==> config.mk <==
export PLATFORM = sky130hd
export DESIGN_NAME = harness_ctrl
export DESIGN_NICKNAME = d
export VERILOG_FILES = /design/src/rtl/harness_ctrl.sv
export SDC_FILE = /design/constraint.sdc
export NUM_CORES = 1
export LEC_CHECK = 0
export ABC_AREA = 1
export ABC_CLOCK_PERIOD_IN_PS = 4300
export CELL_PAD_IN_SITES_DETAIL_PLACEMENT = 1
export CELL_PAD_IN_SITES_GLOBAL_PLACEMENT = 1
export CORE_MARGIN = 2
export CORE_UTILIZATION = 25
export CTS_CLUSTER_DIAMETER = 120
export DETAILED_ROUTE_END_ITERATION = 7
export GPL_ROUTABILITY_DRIVEN = 0
export PLACE_DENSITY = 0.6
export SLEW_MARGIN = 0
export SYNTH_ARGS = -nofsm -noshare
export SYNTH_HDL_FRONTEND = slang
export SYNTH_SLANG_ARGS = --single-unit
==> constraint.sdc <==
create_clock -name clock -period 4.3 [get_ports clock]
set_clock_uncertainty 0.05 [all_clocks]
set_input_delay 0.43 -clock clock [delete_from_list [all_inputs] [get_ports clock]]
set_output_delay 0.43 -clock clock [all_outputs]
set_load 0.05 [all_outputs]
==> src/rtl/harness_ctrl.sv <==
// Run controller for simulation/emulation harnesses: staggered DUT reset release,
// run-cycle counter, waveform dump window and sticky pass/fail/timeout outcome.
module harness_ctrl #(
  parameter int unsigned CYCLE_W      = 64,
  parameter int unsigned N_RST        = 3,
  parameter int unsigned RESET_CYCLES = 6,
  parameter int unsigned RST_STAGGER  = 2
) (
  input  logic               clock,
  input  logic               reset,
  output logic [N_RST-1:0]   rst_out,
  output logic [CYCLE_W-1:0] cycle,
  input  logic [CYCLE_W-1:0] dump_start,
  input  logic [CYCLE_W-1:0] dump_stop,
  output logic               dump_en,
  input  logic [CYCLE_W-1:0] timeout,
  input  logic               done_in,
  input  logic               fail_in,
  output logic               finished,
  output logic               passed,
  output logic               timed_out
);

  localparam int unsigned SeqT = RESET_CYCLES + (N_RST - 1) * RST_STAGGER;
  localparam int unsigned SeqW = $clog2(SeqT + 1);
  localparam logic [SeqW-1:0] SeqMax = SeqW'(SeqT);

  typedef enum logic [1:0] {
    StHold,
    StRelease,
    StRun,
    StFinished
  } state_e;

  state_e             state_q, state_d;
  logic [SeqW-1:0]    seq_q, seq_d;
  logic [N_RST-1:0]   rst_q, rst_d;
  logic [CYCLE_W-1:0] cycle_q, cycle_d;
  logic               dump_q, dump_d;
  logic               fin_q, fin_d;
  logic               pass_q, pass_d;
  logic               to_q, to_d;

  always_ff @(posedge clock or posedge reset) begin
    if (reset) begin
      state_q <= StHold;
      seq_q   <= '0;
      rst_q   <= {N_RST{1'b1}};
      cycle_q <= '0;
      dump_q  <= 1'b0;
      fin_q   <= 1'b0;
      pass_q  <= 1'b0;
      to_q    <= 1'b0;
    end else begin
      state_q <= state_d;
      seq_q   <= seq_d;
      rst_q   <= rst_d;
      cycle_q <= cycle_d;
      dump_q  <= dump_d;
      fin_q   <= fin_d;
      pass_q  <= pass_d;
      to_q    <= to_d;
    end
  end

  always_comb begin
    state_d = state_q;
    seq_d   = seq_q;
    rst_d   = rst_q;
    cycle_d = cycle_q;
    dump_d  = 1'b0;
    fin_d   = fin_q;
    pass_d  = pass_q;
    to_d    = to_q;

    case (state_q)
      StHold, StRelease: begin
        if (seq_q != SeqMax) begin
          seq_d = seq_q + 1'b1;
        end
        for (int unsigned i = 0; i < N_RST; i++) begin
          if (seq_d == SeqW'(RESET_CYCLES + i * RST_STAGGER)) begin
            rst_d[i] = 1'b0;
          end
        end
        // Last domain releasing wins, so N_RST=1 or zero stagger skips RELEASE.
        if (!rst_d[N_RST-1]) begin
          state_d = StRun;
        end else if (!rst_d[0]) begin
          state_d = StRelease;
        end
      end
      StRun: begin
        if (fail_in) begin
          state_d = StFinished;
          fin_d   = 1'b1;
          pass_d  = 1'b0;
        end else if (done_in) begin
          state_d = StFinished;
          fin_d   = 1'b1;
          pass_d  = 1'b1;
        end else if ((timeout != '0) && (cycle_q >= timeout)) begin
          state_d = StFinished;
          fin_d   = 1'b1;
          to_d    = 1'b1;
        end
      end
      StFinished: begin
        state_d = StFinished;
      end
      default: begin
        state_d = StHold;
      end
    endcase

    // Counting starts the edge after rst_out[0] has fallen; a finishing edge freezes it.
    if ((state_d != StFinished) && !rst_q[0]) begin
      if (cycle_q != '1) begin
        cycle_d = cycle_q + 1'b1;
      end
      dump_d = (cycle_d >= dump_start) && ((dump_stop == '0) || (cycle_d < dump_stop));
    end
  end

  assign rst_out   = rst_q;
  assign cycle     = cycle_q;
  assign dump_en   = dump_q;
  assign finished  = fin_q;
  assign passed    = pass_q;
  assign timed_out = to_q;

endmodule
* Yosys cells after proc, flatten, opt, wreduce, memory -nomap -nowiden
Index checks and enable logic that the tools add are counted.
** Cells by class
- Order comparisons :: 3
- Mux-type cells :: 20
- $add $sub $neg :: 2
- Reductions and logical operators :: 15
- Equal/unequal tests :: 9
- Bitwise logic cells :: 2
** Operator list (number)
- $ge 64x64->1 :: 2
- $mux 64 :: 2
- $add 64x1->64 const B :: 1
- $logic_not 64->1 :: 1
- $lt 64x64->1 :: 1
- $ne 64x64->1 const B :: 1
- $reduce_bool 64->1 :: 1
- $mux 1 :: 10
- $mux 2 :: 5
- $eq 4x4->1 const B :: 2
- $mux 4 :: 2
- $pmux 2 s3 :: 1
- $reduce_and 2->1 :: 3
- $add 4x1->4 const B :: 1
- $eq 2x2->1 const B :: 2
- $eq 4x3->1 const B :: 1
- $ne 4x4->1 const B :: 1
- $reduce_and 4->1 :: 1
- $logic_and 1x1->1 :: 3
- $reduce_bool 3->1 :: 1
- $eq 2x1->1 const B :: 1
- $logic_not 2->1 :: 1
- $ne 2x2->1 const B :: 1
- $not 1->1 :: 2
- other kinds (4) :: 4
** Storage, ports and cells
- Register bits :: 77
- Logic and storage cells :: 60

* Depth between registers and ports, before layout
- Depth in word-level cells :: 16
- Gate-level depth with buffers :: 27

* Least setup slack after synthesis
No wires, ideal clock.
- Kind :: register to register
- From :: reg cycle_q[0], in the netlist cycle[0]
- To :: reg dump_q, in the netlist dump_en
- Data arrival time :: 3.746 ns
- Buffers on the path :: 0
- Path slack :: 0.427 ns
- Stages on the path, launching flop included :: 28
- Cell sequence :: dfrtp_1 ha_1 inv_1 nor2_4 nand2_2 nor2_4 nand2_4 nor3_4 nand2_2 nand4_2 nor2_4 nand2_4 nor2_4 nand2_4 nor2_4 nand2_2 xor2_2 ha_1 nand2_1 inv_1 nand3_1 nor3_1 nor4b_1 and3_1 nand4_1 nand3_1 nand3_1 a21oi_1
** On the way
- Word-level cells in the longest chain between the ends :: 9
- Elaborated cells on any way between the ends :: 17
** RTL lines
- from (decl) :: RTL line 38 : logic [CYCLE_W-1:0] cycle_q, cycle_d;
- from (signal assigned) :: RTL line 58 : cycle_q <= cycle_d;
- branches (longest 8 deep; another with $add 64x1->64)
- $mux 1 * :: RTL line 117 : if ((state_d != StFinished) && !rst_q[0]) begin
- net dump_d :: RTL line 39 : logic dump_q, dump_d;
- to (signal assigned) :: RTL line 59 : dump_q <= dump_d;
- to (decl) :: RTL line 39
Mark *: on every way through the listed nets, which the timed path passes. The select of a mux whose other input is x is not followed.
A chain may end at the register's enable or synchronous reset.

* Worst setup path in the final report
- From :: reg cycle_q[1], in the netlist cycle[1]
- To :: reg dump_q, in the netlist dump_en
The elaborated chain is that of the path after synthesis.

==> results.sh <==
export IMPL_hp_class="input pin to async pin"
export IMPL_htreeDepth=3
export IMPL_tritoncts="built"
export IMPL_clk_path_buf_depth=2
export IMPL_syn2layout_area_growth_pct=44.3
export IMPL_rows=73
export IMPL_core_sq_um=39600
export IMPL_power_density_nw_per_um2=132
export IMPL_synth_distinct_cells=47
export IMPL_final_cells=2325
export IMPL_clk_pin_slew_ns=0.07
export IMPL_muxShareOfSynthArea_pct=0
export IMPL_antenna_found_initial=1
export IMPL_arrival_ns=4.23
export IMPL_grt_pass1_wl_mm=65.9
export IMPL_yosys_area_share_adder_pct=24.4
export IMPL_syn_avg_cell_area_sq_um=6.99
export IMPL_ys_top_cells_by_area="ha_1 24%, dfrtp_1 18%, inv_1 12%, nand2_1 9.9%, a21oi_1 4.6%"
export IMPL_yosys_area_share_simple_pct=26.9
export IMPL_cts_inserted_buffers=9
export IMPL_synth_top_family_by_area="simple AND/OR/NAND/NOR gates"
export IMPL_drt_iter0_drc=392
export IMPL_routedWlPerCell_um=18.3
export IMPL_maxSlewHeadroom_pct=42.4
export IMPL_yosysTopAreaCellShare_pct=24.4
export IMPL_die_height_um=204
export IMPL_grt_start_max_net_pins=35
export IMPL_drv_slew=0
export IMPL_total_power_mw=1.90
export IMPL_synthCells=1433
export IMPL_synth_compound_area_share_pct=11.7
export IMPL_num_io_pins=267
export IMPL_regArea_sq_um=1940
export IMPL_die_w_um=204
export IMPL_yosysMostFrequentCell="inv_1"
export IMPL_finalNetCount=2186
export IMPL_whs_ns=0.351
export IMPL_grt_pass1_vias=11795
export IMPL_synth_nets=1824
export IMPL_tns_ns=0
export IMPL_cts_sinks=77
export IMPL_cp_start_kind="flip-flop"
export IMPL_synth_main_ff_cell="dfrtp_1"
export IMPL_grt_usage_pct=20.6
export IMPL_pre_cts_ws_ns=-0.0397
export IMPL_post_route_util_pct=36.5
export IMPL_fmax_ghz=0.249
export IMPL_min_period_ns=4.02
export IMPL_clk_latency_ns=0.35
export IMPL_synth_area_sq_um=10000
export IMPL_async_reset_ff_share_pct=100
export IMPL_ys_top_cells_by_count="311 x inv_1, 264 x nand2_1, 195 x ha_1, 92 x a21oi_1, 81 x nor2_1"
export IMPL_drive_gt1_share_pct=10.8
export IMPL_nFillCells=4939
export IMPL_fin_crit_sh_pct=93.4
export IMPL_num_vias=10935
export IMPL_antennaDiodeCount=0
export IMPL_synth_seq_cells=77
export IMPL_synth_xor_area_share_pct=5.12
export IMPL_first_pass_iters=5
export IMPL_maxCapViolations=0
export IMPL_leakage_nw=7.53
export IMPL_stdcell_area_sq_um=14500
export IMPL_viasPerCell=4.70
export IMPL_yosysWarnings=0
export IMPL_grt_overflow_total=0
export IMPL_cp_data_required_time_ns=4.52
export IMPL_postCtsHoldBufs=0
export IMPL_dieArea_sq_um=41700
export IMPL_cts_root_buf="clkbuf_16"
export IMPL_hpwl_mm=37.3
export IMPL_outcome="complete, no violations"
export IMPL_portBuffers=266
export IMPL_placed_area_sq_um=13900
export IMPL_rsz0062_at_grt="false"
export IMPL_hold_violations=0
export IMPL_synth_edf_count=0
export IMPL_dp_cells=2288
export IMPL_drc=0
export IMPL_peakVddDrop_v=0.000178
export IMPL_path_class="flip-flop to flip-flop"
export IMPL_yosysSeqAreaShare_pct=19.3
export IMPL_setup_slack_ns=0.285
export IMPL_wirelength_mm=42.6
export IMPL_setup_violations=0
export IMPL_yosys_area_top_type="ha_1"
export IMPL_worstMarginPinSlew_ns=0.856
export IMPL_worstRegToRegCells=25
export IMPL_start_util_pct=25.3
export IMPL_postRouteAntennaNets=0
export IMPL_path_max_fanout=4
export IMPL_end_kind="flip-flop"
export IMPL_multi_input_area_sq_um=6950
## final timing paths
check	end	slack (ns)	start
setup / recovery	dump_en	0.28	cycle[1]
hold / removal	timed_out	0.35	reset
setup reg to reg	dump_en	0.28	cycle[1]
hold reg to reg	rst_out[1]	0.40	rst_out[1]
max in group asynchronous	cycle[22]	3.03	reset
min in group clock	rst_out[1]	0.40	rst_out[1]
## layout make-up
| class | count | area share (%) |
|---|---|---|
| multi-input cells | 1023 | 48.1 |
| repair buffers | 366 | 23.8 |
| flip-flops and latches | 77 | 13.4 |
| inverters | 318 | 8.28 |
| well taps | 525 | 4.54 |
| clock buffers | 11 | 1.61 |
| clock inverters | 5 | 0.260 |
## layer usage
metal  up-vias  routed length [um]  global-route usage, %  share of wire [%]
li1       5451                   -                      -                  -
met1      5193               19500                   26.7                 46
met2       259               20400                   36.0                 48
met3        32                2010                   3.13                4.7
met4         0                 655                   4.06                1.5
met5         -                   0                      0                  0
## cells by family (layout without fill, tap and decap cells)
kind of cell,Yosys count,in the layout
AND/OR/NAND/NOR,563,563
flip-flops,77,77
buffers and inverters,333,700
AO/OA/AOI/OAI,209,209
XOR/XNOR,56,56
adder cells (fa/ha/maj),195,195
## cell usage in the layout (no fill, tap or decap), types with 3 or more instances in the layout
master	n
inv_1	308
clkdlybuf4s50_1	266
nand2_1	263
ha_1	193
buf_4	98
a21oi_1	92
nor2_1	80
o21ai_0	70
dfrtp_1	65
nand3_1	58
xor2_1	46
nand4_1	45
nor4_1	35
nor3_1	21
nand2_2	11
a211oi_1	11
clkbuf_16	9
dfrtp_2	9
inv_2	8
nor2_4	8
nor3_2	8
nor2_2	7
o211ai_1	7
xnor2_1	7
nand2_4	6
nor3_4	5
o2111ai_1	5
and3_1	5
o21ai_1	5
o221ai_1	5
o21a_1	4
o21bai_1	3
dfstp_2	3
## state kept, by name, indices dropped and copies added (netlist names)
name and count:
dump_en 1, cycle 64, state_q 2, passed 1
rst_out 3, finished 1, timed_out 1, seq_q 4
## worst max-delay path: stages (launching register included)
cell and delay (ns):
dfrtp_1 0.36, ha_2 0.20, inv_2 0.06, nor2_4 0.11, nand2_2 0.09, nor2_4 0.16
nand2_4 0.09, inv_4 0.07, nand2_4 0.07, nor3_4 0.19, nand2_2 0.12, nor4_4 0.43
nand2_2 0.16, xnor2_4 0.17, ha_1 0.28, nand2_1 0.05, inv_2 0.06, nand3_2 0.08
nor3_2 0.21, nor4b_4 0.22, buf_4 0.15, and3_1 0.16, nand4_1 0.08, nand3_1 0.09
nand3_1 0.08, a21oi_1 0.14
## report_power, final
part	internal [mW]	total, mW	switching [mW]
clock	0.393	0.731	0.338
combinational	0.235	0.444	0.209
sequential	0.727	0.729	0.00195
## repair_timing
item,CTS,global route
resized for setup,1,34
buffers inserted,0,21
pin swaps,0,17
setup endpoints to repair,1,1
Power figures use the tool's default switching activity.
